<file path="src/rtl/uart_rx_fifo.sv">
// rtl/uart_rx_fifo.sv - 8N1 UART receiver with programmable divisor feeding a FWFT byte FIFO
module uart_rx_fifo #(
  parameter int DIV_W      = 24,
  parameter int FIFO_DEPTH = 8,
  parameter int LVL_W      = 4
) (
  input  logic             i_clk,
  input  logic             i_reset_n,
  input  logic [DIV_W-1:0] i_baud_div,
  input  logic             i_uart_rx,
  output logic [7:0]       o_rx_data,
  output logic             o_rx_valid,
  input  logic             i_rx_ready,
  output logic [LVL_W-1:0] o_fifo_level,
  output logic             o_frame_err,
  output logic             o_overrun
);

  localparam int               PTR_W    = $clog2(FIFO_DEPTH);
  localparam logic [LVL_W-1:0] FULL_LVL = LVL_W'(FIFO_DEPTH);
  localparam logic [DIV_W-1:0] MIN_DIV  = DIV_W'(4);

  typedef enum logic [1:0] {S_IDLE, S_START, S_DATA, S_STOP} state_e;

  logic             sync1_q, rx_s_q;
  state_e           state_q, state_d;
  logic [DIV_W-1:0] cnt_q, cnt_d;
  logic [DIV_W-1:0] div_q, div_d;
  logic [2:0]       bit_q, bit_d;
  logic [7:0]       shift_q, shift_d;
  logic             push_q, push_d;
  logic             ferr_q, ferr_d;

  logic             cnt_zero;
  logic [DIV_W-1:0] div_eff;

  assign cnt_zero = (cnt_q == '0);
  assign div_eff  = (i_baud_div < MIN_DIV) ? MIN_DIV : i_baud_div;

  always_ff @(posedge i_clk or negedge i_reset_n) begin
    if (!i_reset_n) begin
      sync1_q <= 1'b1;
      rx_s_q  <= 1'b1;
    end else begin
      sync1_q <= i_uart_rx;
      rx_s_q  <= sync1_q;
    end
  end

  always_ff @(posedge i_clk or negedge i_reset_n) begin
    if (!i_reset_n) begin
      state_q <= S_IDLE;
      cnt_q   <= '0;
      div_q   <= MIN_DIV;
      bit_q   <= '0;
      shift_q <= '0;
      push_q  <= 1'b0;
      ferr_q  <= 1'b0;
    end else begin
      state_q <= state_d;
      cnt_q   <= cnt_d;
      div_q   <= div_d;
      bit_q   <= bit_d;
      shift_q <= shift_d;
      push_q  <= push_d;
      ferr_q  <= ferr_d;
    end
  end

  // The divisor is captured at start detect so a mid-frame change cannot corrupt timing.
  always_comb begin
    state_d = state_q;
    cnt_d   = cnt_q;
    div_d   = div_q;
    bit_d   = bit_q;
    shift_d = shift_q;
    case (state_q)
      S_IDLE: begin
        if (!rx_s_q) begin
          state_d = S_START;
          div_d   = div_eff;
          cnt_d   = (div_eff >> 1) - DIV_W'(1);
        end
      end
      S_START: begin
        if (cnt_zero) begin
          if (!rx_s_q) begin
            state_d = S_DATA;
            cnt_d   = div_q - DIV_W'(1);
            bit_d   = '0;
          end else begin
            state_d = S_IDLE;
          end
        end else begin
          cnt_d = cnt_q - DIV_W'(1);
        end
      end
      S_DATA: begin
        if (cnt_zero) begin
          shift_d = {rx_s_q, shift_q[7:1]};
          cnt_d   = div_q - DIV_W'(1);
          if (bit_q == 3'd7) state_d = S_STOP;
          else               bit_d   = bit_q + 3'd1;
        end else begin
          cnt_d = cnt_q - DIV_W'(1);
        end
      end
      S_STOP: begin
        if (cnt_zero) state_d = S_IDLE;
        else          cnt_d   = cnt_q - DIV_W'(1);
      end
      default: state_d = S_IDLE;
    endcase
  end

  always_comb begin
    push_d = 1'b0;
    ferr_d = 1'b0;
    if (state_q == S_STOP && cnt_zero) begin
      push_d = rx_s_q;
      ferr_d = !rx_s_q;
    end
  end

  logic [7:0]       mem_q [FIFO_DEPTH];
  logic [PTR_W-1:0] wr_ptr_q, rd_ptr_q;
  logic [LVL_W-1:0] level_q;
  logic             ovr_q;
  logic             full, empty, pop, wr_en;

  assign full  = (level_q == FULL_LVL);
  assign empty = (level_q == '0);
  assign pop   = !empty && i_rx_ready;
  // A pop in the same cycle frees the slot, so a push into a full FIFO still lands.
  assign wr_en = push_q && (!full || pop);

  always_ff @(posedge i_clk or negedge i_reset_n) begin
    if (!i_reset_n) begin
      for (int i = 0; i < FIFO_DEPTH; i++) mem_q[i] <= '0;
      wr_ptr_q <= '0;
      rd_ptr_q <= '0;
      level_q  <= '0;
      ovr_q    <= 1'b0;
    end else begin
      if (wr_en) begin
        mem_q[wr_ptr_q] <= shift_q;
        wr_ptr_q        <= wr_ptr_q + PTR_W'(1);
      end
      if (pop) rd_ptr_q <= rd_ptr_q + PTR_W'(1);
      level_q <= level_q + LVL_W'(wr_en) - LVL_W'(pop);
      ovr_q   <= push_q && full && !pop;
    end
  end

  assign o_rx_data    = mem_q[rd_ptr_q];
  assign o_rx_valid   = !empty;
  assign o_fifo_level = level_q;
  assign o_frame_err  = ferr_q;
  assign o_overrun    = ovr_q;

endmodule

</file>
<file path="config.mk">
export PLATFORM = sky130hd
export DESIGN_NAME = uart_rx_fifo
export DESIGN_NICKNAME = d
export VERILOG_FILES = /design/src/rtl/uart_rx_fifo.sv
export SDC_FILE = /design/constraint.sdc
export NUM_CORES = 1
export LEC_CHECK = 0
export ABC_CLOCK_PERIOD_IN_PS = 3000
export CAP_MARGIN = 20
export CORE_UTILIZATION = 55
export DETAILED_ROUTE_END_ITERATION = 16
export GPL_TIMING_DRIVEN = 0
export PLACE_DENSITY = 0.74
export SYNTH_ARGS = -nofsm -noshare
export SYNTH_HDL_FRONTEND = slang
export SYNTH_SLANG_ARGS = --single-unit
</file>
<file path="constraint.sdc">
create_clock -name i_clk -period 3 [get_ports i_clk]
set_input_delay 0.6 -clock i_clk [delete_from_list [all_inputs] [get_ports i_clk]]
set_output_delay 0.6 -clock i_clk [all_outputs]
set_load 0.01 [all_outputs]
</file>
==> flow_metrics.tcl, run 1 <==
set metrics [dict create \
    seqPwrFrac_pct 33.7 \
    netlist_area_mm2 0.00807 \
    drt_iter0_drc 551 \
    vias 6727 \
    syn-instance-count 742 \
    synth_top_cells_by_area "dfrtp_1 (43%), mux2_2 (14%), mux4_2 (4.5%)" \
    placed_area_mm2 0.00879 \
    fin_crit_sh_pct 103 \
    gp_congestion 0.942 \
    tightest_slew_ps 960 \
    setup_tns_ps -102 \
    dominantRegCellSynth "dfrtp_1" \
    wl_mm 22.4 \
    synth_warnings 0 \
    vdd_ir_drop_max_mv 0.480 \
    combPwrFrac_pct 41.3 \
    violations "negative setup slack" \
    fp.dieW_um 123 \
    rsz0062_at_grt "yes" \
    synth_edf_count 0 \
    leakagePower_nw 4.26 \
    post-route-util_pct 69.3 \
    core-area_mm2 0.0141 \
    pwr_density_cell_mw_per_mm2 854 \
    grt_max_degree 107 \
    p_sw_share_pct 40.0 \
    cts.clk_slew.worst_paths_ps 60 \
    power.internal_mw 5.00 \
    antenna_found_initial 0 \
    syn_avg_cell_area_um2 10.9 \
    cts_sinks 140 \
    synth_seq_area_share_pct 43.5 \
    cts-root-buf "clkbuf_16" \
    cp.arrival_ps 3390 \
    drtPass1Iterations 5 \
    cp_max_fo 8 \
    setup_viol 3 \
    drv_slew 0 \
    final_antenna_net_count 0 \
    worstPathRequired_ps 3300 \
    finalNetCount 881 \
    cp-start-kind "primary input" \
    grt_pass1_vias 6678 \
    p_sw_mw 3.34 \
    critPathTopFamily "simple AND/OR/NAND/NOR gates" \
    reg2reg_from "cnt_q[9]$_DFFE_PN0P_" \
    cts_tree "yes" \
    path_cells "buf_4 -> or4_4 -> nor4_4 -> nand2_2 -> nand2_4 -> ha_4 -> or4b_4 -> nor3_4 -> xnor2_1 -> nand2_1 -> a31oi_1 -> o22ai_1" \
    reg2reg_to "cnt_q[12]$_DFFE_PN0P_" \
    rows 43 \
    dp.cells 964 \
    dpl.hpwl_mm 15.2 \
    grt_pass1_wl_mm 35.2 \
    maxSlewHeadroom_pct 35.5 \
    final_cells 1027 \
    min_period_ps 3090 \
    grt_usage_pct 31.4 \
    cts_buffers 17 \
    path_class "in2reg" \
    synthArstFlopShare_pct 100 \
    clock_path_buffers 2 \
    cp-end-kind "flop" \
    area_growth_pct 21.1 \
    die_area_mm2 0.0152 \
    synth_largest_area_cell "dfrtp_1" \
    status "complete, but fails checks" \
    diodes 0 \
    ys_ff_latch 140 \
    clock_insertion_delay_worst_skew_ps 430 \
    final_common_cell "dfrtp_1" \
    fin_ws_ps -85.2 \
    ff2ff_path_depth 6 \
    vias_per_cell 6.55 \
    final_cell_area_mm2 0.00977 \
    fin_skew_ps 10.0 \
    drv_cap 0 \
    final.fill_count 1017 \
    port_buffers 41 \
    hold_viol 0 \
    cts_hold_buf 0 \
    p_clk_share_pct 25.0 \
    drc_errors 0 \
    reg2reg_slack_ps 130 \
    fmax_ghz 0.324 \
    critical_path_buf_inv_count 1 \
    ff_latch_area_mm2 0.00351 \
    overflow 0 \
    synth_cell_type_count 69 \
    postSynthNetCount 789 \
    io_pins 43 \
    start_util_pct 57.2 \
    slowest_stage "or4b_4" \
    drive_gt1_share_pct 31.1 \
    wl_per_cell_um 21.8 \
    most-common-layout-cells "dfrtp_1 (137), mux2_2 (102), nand2_1 (58)" \
    netlist.area_leader.share_pct 42.5 \
    htree_num_levels 4 \
    max_stage_delay_ps 540 \
    multi_input_area_mm2 0.00452 \
    die_h_um 123 \
    hp-class "in2async" \
]
registers in the layout (all words and copies together), names as in the netlist, named ones only:
name and count:
bit_q 3, cnt_q 24, div_q 24, mem_q 64, o_fifo_level 4, o_frame_err 1, o_overrun 1, push_q 1
rd_ptr_q 3, rx_s_q 1, shift_q 8, state_q 1, sync1_q 1, wr_ptr_q 3
routing by layer:
metal	GRT usage, %	part of all wire (%)	vias up
li1	-	-	2982
met1	42.2	42	3339
met2	47.9	46	343
met3	8.67	9.3	63
met4	13.2	2.6	0
met5	0	0	-
logic make-up after synthesis:
kind of cell,Yosys count,share of synthesized area [%]
AND/OR/NAND/NOR,231,15.5
flip-flops,140,43.5
AO/OA/AOI/OAI,125,11.3
multiplexers,120,19.0
buffers and inverters,65,3.07
XOR/XNOR,42,4.56
adder cells (fa/ha/maj),19,3.04
metrics by stage:
step	hold slack, ps	setup WS, ps	total power, mW
3_5_place_dp	347	-1140	5.96
6_report	59.8	-85.2	8.34
4_1_cts	69.9	2.44	8.21
5_1_grt	78.2	-148	8.79
3_3_place_gp	351	-4100	5.83
2_1_floorplan	304	-170	4.95
timing repair:
action | CTS | global route
gates resized for setup | 83 | 51
gates cloned | 0 | 0
pin swaps | 13 | 16
setup endpoints to repair | 41 | 71
buffers inserted | 27 | 5
power by group through the flow:
stage / logic (mW) / registers [mW] / clock network, mW
floorplan: 2.27 / 2.68 / 0
global route: 3.74 / 2.87 / 2.19
global placement: 3.06 / 2.77 / 0
CTS: 3.32 / 2.77 / 2.12
detailed placement: 3.17 / 2.79 / 0
finish: 3.44 / 2.81 / 2.09
area by class of cell:
class | instances | share of cell area (%)
clock inverter | 13 | 1.45
multi-input combinational | 537 | 46.3
sequential | 140 | 35.9
tap | 180 | 2.31
buffer | 40 | 2.25
timing repair buffer | 74 | 6.34
inverter | 24 | 0.922
clock buffer | 19 | 4.53
synthesized netlist by cell type, types with 16 or more instances:
master,count
nand2_1,61
mux2_2,102
nand4_1,16
dfrtp_1,137
nor3_1,27
inv_1,23
a21oi_1,19
nor2_1,37
o21ai_0,22
nand3_1,20
xor2_1,18
ha_1,18
xnor2_1,24
mux4_2,16
clkbuf_1,25
worst max-delay path by stage:
| stage | start | to | depth (start not counted) |
|---|---|---|---|
| 6_report | i_baud_div[7] | cnt_q[10]$_DFFE_PN0P_ | 12 |
| 3_5_place_dp | i_baud_div[11] | cnt_q[12]$_DFFE_PN0P_ | 12 |
| 5_1_grt | i_baud_div[9] | cnt_q[10]$_DFFE_PN0P_ | 12 |
| 2_1_floorplan | i_baud_div[6] | cnt_q[6]$_DFFE_PN0P_ | 11 |
| 4_1_cts | i_baud_div[7] | cnt_q[10]$_DFFE_PN0P_ | 12 |
| 3_3_place_gp | i_reset_n | mem_q[43]$_DFFE_PN0P_ | 1 |
No activity file was read; power rests on OpenSTA's default activity.
==> run 2: changes to the inputs <==
--- a/config.mk
+++ b/config.mk
@@ -7,10 +7,10 @@
 export LEC_CHECK = 0
 export ABC_CLOCK_PERIOD_IN_PS = 3000
 export CAP_MARGIN = 20
-export CORE_UTILIZATION = 55
+export CORE_UTILIZATION = 30
 export DETAILED_ROUTE_END_ITERATION = 16
 export GPL_TIMING_DRIVEN = 0
-export PLACE_DENSITY = 0.74
+export PLACE_DENSITY = 0.46
 export SYNTH_ARGS = -nofsm -noshare
 export SYNTH_HDL_FRONTEND = slang
 export SYNTH_SLANG_ARGS = --single-unit
==> flow_metrics.tcl, run 2 (synthesis results as in run 1) <==
set metrics [dict create \
    status "complete, but fails checks" \
    place_ws_ps -1290 \
    drv_slew 0 \
    cts_buffers 17 \
    final.fill_count 2598 \
    maxSlewHeadroom_pct 36.3 \
    core-area_mm2 0.0262 \
    regMostFlops "mem_q" \
    leakagePower_nw 4.27 \
    setup_tns_ps 0 \
    max_stage_delay_ps 530 \
    reg.largest.list "mem_q: 64 flops, cnt_q: 24 flops, div_q: 24 flops" \
    critPathTopFamily "simple AND/OR/NAND/NOR gates" \
    grt_usage_pct 17.2 \
    cp-end-kind "flop" \
    cts_sinks 140 \
    fin_ws_ps 96.7 \
    fp.dieW_um 166 \
    port_buffers 41 \
    start_util_pct 30.8 \
    path_class "in2reg" \
    min_period_ps 2900 \
    critical_path_buf_inv_count 2 \
    clock_path_buffers 2 \
    violations "design-rule violations" \
    cts.clk_slew.worst_paths_ps 70 \
    vdd_ir_drop_max_mv 0.401 \
    antenna_found_initial 0 \
    path_common_cell "nor3_4" \
    final_common_cell "dfrtp_1" \
    rows 59 \
    cp_max_fo 5 \
    cp.arrival_ps 3210 \
    drtPass1Iterations 11 \
    multi_input_area_mm2 0.00458 \
    hp-class "in2async" \
    vias 6303 \
    worstPathRequired_ps 3300 \
    wl_mm 22.8 \
    drive_gt1_share_pct 31.2 \
    fmax_ghz 0.344 \
    rsz0062_at_grt "no" \
    placed_area_mm2 0.00899 \
    ff_latch_area_mm2 0.00351 \
    htree_num_levels 4 \
    cts-root-buf "clkbuf_16" \
    wl_per_cell_um 19.4 \
    slowest_stage "or4_4" \
    grt_max_degree 82 \
    hold_viol 0 \
    grt_pass1_wl_mm 36.6 \
    fin_crit_sh_pct 96.8 \
    grt_pass1_vias 6181 \
    path_cells "buf_2 -> or4_4 -> buf_6 -> nor3_4 -> nand2_2 -> nand2_4 -> ha_4 -> or4b_4 -> nor3_4 -> xnor2_2 -> nand2_1 -> a31oi_1 -> o22ai_1" \
    die_h_um 166 \
    drv_cap 0 \
    io_pins 43 \
    area_growth_pct 24.1 \
    diodes 0 \
    most-common-layout-cells "dfrtp_1 (137), mux2_2 (102), nand2_1 (59)" \
    dpl.hpwl_mm 15.6 \
    die_area_mm2 0.0275 \
    final_cell_area_mm2 0.0100 \
    final_antenna_net_count 0 \
    vias_per_cell 5.36 \
    cts_hold_buf 0 \
    largest_register_ffs 64 \
    gp_congestion 0.848 \
    pwr_density_cell_mw_per_mm2 840 \
    cp-start-kind "primary input" \
    drt_iter0_drc 442 \
    overflow 0 \
    dp.cells 1120 \
    setup_viol 0 \
    drc_errors 5 \
    finalNetCount 875 \
    clock_insertion_delay_worst_skew_ps 430 \
    fin_skew_ps 13.7 \
    cts_tree "yes" \
    tightest_slew_ps 948 \
    final_cells 1176 \
]
-- run 2: cell types whose count changed in the layout (fill, tap and decap cells not counted), moves of 3 or more --
cell,previous run,this run
buf_4,34,25
clkinv_8,0,5
clkbuf_2,6,10
inv_8,0,4
clkinv_2,3,0
clkinvlp_4,3,0
-- run 2: final timing paths --
path                                       from                        end  slack, ps  cells after the start
max                              i_baud_div[12]      cnt_q[10]$_DFFE_PN0P_        100                     13
min                                   i_reset_n  o_fifo_level[3]$_DFF_PN0_        150                      1
max reg2reg                cnt_q[0]$_DFFE_PN0P_       cnt_q[6]$_DFFE_PN0P_        140                      9
min reg2reg                   sync1_q$_DFF_PN1_           rx_s_q$_DFF_PN1_        360                      0
max in group asynchronous             i_reset_n       div_q[2]$_DFFE_PN1P_       2000                      2
min in group i_clk            sync1_q$_DFF_PN1_           rx_s_q$_DFF_PN1_        360                      0
-- run 2: layer usage --
layer	up-vias	wire length, µm	global-route usage [%]	part of all wire, %
li1	2973	-	-	-
met3	40	842	2.81	3.7
met4	0	602	7.07	2.6
met1	3142	10800	23.4	47
met2	148	10600	27.2	46
met5	-	0	0	0
-- run 2: cell type report --
class                      instances  share of cell area, %
buffer                            41                   2.33
sequential                       140                   35.0
inverter                          24                  0.900
tap                              335                   4.19
timing repair buffer              67                   5.63
multi-input combinational        537                   45.8
clock buffer                      17                   4.25
clock inverter                    15                   1.86
-- run 2: timing repair --
| action | CTS | global route |
|---|---|---|
| pin swaps | 16 | 14 |
| resized for setup | 84 | 52 |
| setup endpoints to repair | 40 | 58 |
| setup buffers | 22 | 2 |
| cloned | 0 | 0 |
-- run 2: worst reg2reg max path, cell delays in order (launching register included) --
cell and delay (ps):
dfrtp_1 440, inv_1 100, ha_1 240, nor3b_4 330, nand2_4 160, or4_1 650, buf_2 260, o21ai_0 180
nand3_1 100, a32o_1 280
-- run 2: through the flow --
step           util (%)  power (mW)  hold slack, ps
2_1_floorplan         -        4.95             304
3_3_place_gp       34.2        6.00             349
3_5_place_dp       34.3        6.00             347
4_1_cts            37.8        8.39             173
5_1_grt            38.2        8.98             196
6_report           38.2        8.40             149
-- run 2: power by group --
| group | internal [mW] | leakage, nW | total (mW) | switching (mW) |
|---|---|---|---|---|
| clock network | 1.14 | 0.297 | 2.18 | 1.04 |
| logic | 1.48 | 2.14 | 3.43 | 1.95 |
| registers | 2.29 | 1.83 | 2.80 | 0.507 |
| total | 4.91 | 4.27 | 8.40 | 3.50 |
==> run 3: changes to the inputs <==
--- a/config.mk
+++ b/config.mk
@@ -7,10 +7,12 @@
 export LEC_CHECK = 0
 export ABC_CLOCK_PERIOD_IN_PS = 3000
 export CAP_MARGIN = 20
+export CELL_PAD_IN_SITES_DETAIL_PLACEMENT = 0
+export CELL_PAD_IN_SITES_GLOBAL_PLACEMENT = 1
 export CORE_UTILIZATION = 30
 export DETAILED_ROUTE_END_ITERATION = 16
 export GPL_TIMING_DRIVEN = 0
-export PLACE_DENSITY = 0.46
+export PLACE_DENSITY = 0.54
 export SYNTH_ARGS = -nofsm -noshare
 export SYNTH_HDL_FRONTEND = slang
 export SYNTH_SLANG_ARGS = --single-unit
==> flow_metrics.tcl, run 3 (synthesis results as in run 1) <==
set metrics [dict create \
    status "complete, but fails checks" \
    violations "design-rule violations, negative setup slack" \
    place_ws_ps -1320 \
    vias 6397 \
    vias_per_cell 5.43 \
    wl_per_cell_um 20.3 \
    io_pins 43 \
    largest_register_ffs 64 \
    dpl.hpwl_mm 17.0 \
    cp_max_fo 5 \
    diodes 0 \
    hp-class "in2async" \
    drive_gt1_share_pct 30.3 \
    start_util_pct 30.8 \
    pwr_density_cell_mw_per_mm2 842 \
    finalNetCount 878 \
    vdd_ir_drop_max_mv 0.333 \
    drt_iter0_drc 410 \
    fp.dieW_um 166 \
    final_cell_area_mm2 0.00997 \
    setup_tns_ps -55.5 \
    cts.clk_slew.worst_paths_ps 70 \
    grt_pass1_vias 6589 \
    overflow 0 \
    most-common-layout-cells "dfrtp_1 (137), mux2_2 (102), nand2_1 (59)" \
    hold_viol 0 \
    setup_viol 2 \
    clock_insertion_delay_worst_skew_ps 430 \
    rows 59 \
    tightest_slew_ps 956 \
    maxSlewHeadroom_pct 35.8 \
    die_area_mm2 0.0275 \
    cts_buffers 17 \
    cp.arrival_ps 3350 \
    worstPathRequired_ps 3300 \
    grt_max_degree 79 \
    port_buffers 41 \
    critical_path_buf_inv_count 1 \
    fin_skew_ps 13.9 \
    top_usage_layer "met2" \
    fin_ws_ps -51.6 \
    final_antenna_net_count 0 \
    leakagePower_nw 4.25 \
    met1_usage_pct 22.2 \
    fmax_ghz 0.328 \
    core-area_mm2 0.0262 \
    max_stage_delay_ps 560 \
    critPathTopFamily "simple AND/OR/NAND/NOR gates" \
    final_common_cell "dfrtp_1" \
    rsz0062_at_grt "yes" \
    gr-usage-met3_pct 3.48 \
    wl_mm 23.9 \
    cts_sinks 140 \
    antenna_found_initial 0 \
    path_class "in2reg" \
    cts_hold_buf 0 \
    reg2reg_from "cnt_q[0]$_DFFE_PN0P_" \
    reg.largest.list "mem_q: 64 flops, cnt_q: 24 flops, div_q: 24 flops" \
    die_h_um 166 \
    fin_crit_sh_pct 102 \
    critPathLaunch "i_baud_div[12]" \
    drc_errors 3 \
    cp-start-kind "primary input" \
    path_cells "buf_6 -> or4_4 -> nor3_4 -> nand2_2 -> nand2_2 -> ha_4 -> or4b_4 -> nor3_4 -> xnor2_1 -> nand2_1 -> a31oi_1 -> o22ai_1" \
    final.fill_count 2559 \
    clock_path_buffers 2 \
    gp_congestion 0.852 \
    area_growth_pct 23.7 \
    drtPass1Iterations 11 \
    cts_tree "yes" \
    cts-root-buf "clkbuf_16" \
    htree_num_levels 4 \
    grt_usage_pct 18.0 \
    hold_ws_ps 225 \
    min_period_ps 3050 \
    drv_slew 0 \
    grt_use_met2_pct 30.5 \
    regMostFlops "mem_q" \
    cp-end-kind "flop" \
    drv_cap 0 \
    placed_area_mm2 0.00899 \
    grt_pass1_wl_mm 38.0 \
    slowest_stage "or4_4" \
]
[run 3: changes by cell type in the layout (fill, tap and decap cells not counted), sizes merged]
cell           before  now
clkbuf             50   43
inv                31   32
clkinvlp            0    2
dlygate4sd2         8   10
buf                49   59
clkinv              8    5
clkdlybuf4s15       3    2
clkdlybuf4s50      13   12
[run 3: layer usage]
layer / part of all wire, % / routed length (µm)
met5: 0 / 0
met4: 3.5 / 847
met2: 50 / 12000
met3: 3.6 / 855
met1: 43 / 10200
[run 3: worst paths after layout]
kind / depth (start not counted) / slack [ps] / end
max: 12 / -50 / cnt_q[10]$_DFFE_PN0P_
min: 1 / 220 / o_fifo_level[1]$_DFF_PN0_
max reg2reg: 9 / 120 / cnt_q[6]$_DFFE_PN0P_
min reg2reg: 0 / 360 / rx_s_q$_DFF_PN1_
max in group asynchronous: 2 / 1960 / cnt_q[21]$_DFFE_PN0P_
min in group i_clk: 0 / 360 / rx_s_q$_DFF_PN1_
[run 3: stage by stage]
step           utilization, %  total power, mW  cells
2_1_floorplan               -             4.95    742
5_1_grt                  38.1             8.95   1179
6_report                 38.1             8.40   1179
3_5_place_dp             34.3             6.05   1120
3_3_place_gp             34.2             6.01   1118
4_1_cts                  37.6             8.44   1172
[run 3: final cells by class]
| class | instances | area (µm²) | area share (%) |
|---|---|---|---|
| clock buffer | 17 | 425 | 4.27 |
| clock inverter | 15 | 169 | 1.69 |
| multi-input combinational | 537 | 4520 | 45.4 |
| timing repair buffer | 71 | 617 | 6.18 |
| inverter | 24 | 90.1 | 0.903 |
| sequential | 140 | 3510 | 35.2 |
| buffer | 40 | 221 | 2.22 |
| tap | 335 | 419 | 4.20 |
[run 3: what timing repair did]
item / CTS / global route
gates resized for setup: 109 / 24
endpoints found under the setup margin: 50 / 43
setup buffers: 20 / 9
pin swaps: 17 / 12
[run 3: where the power goes]
group          switching, mW  internal (mW)
Sequential             0.524           2.29
Combinational           1.97           1.49
Clock                   1.00           1.12
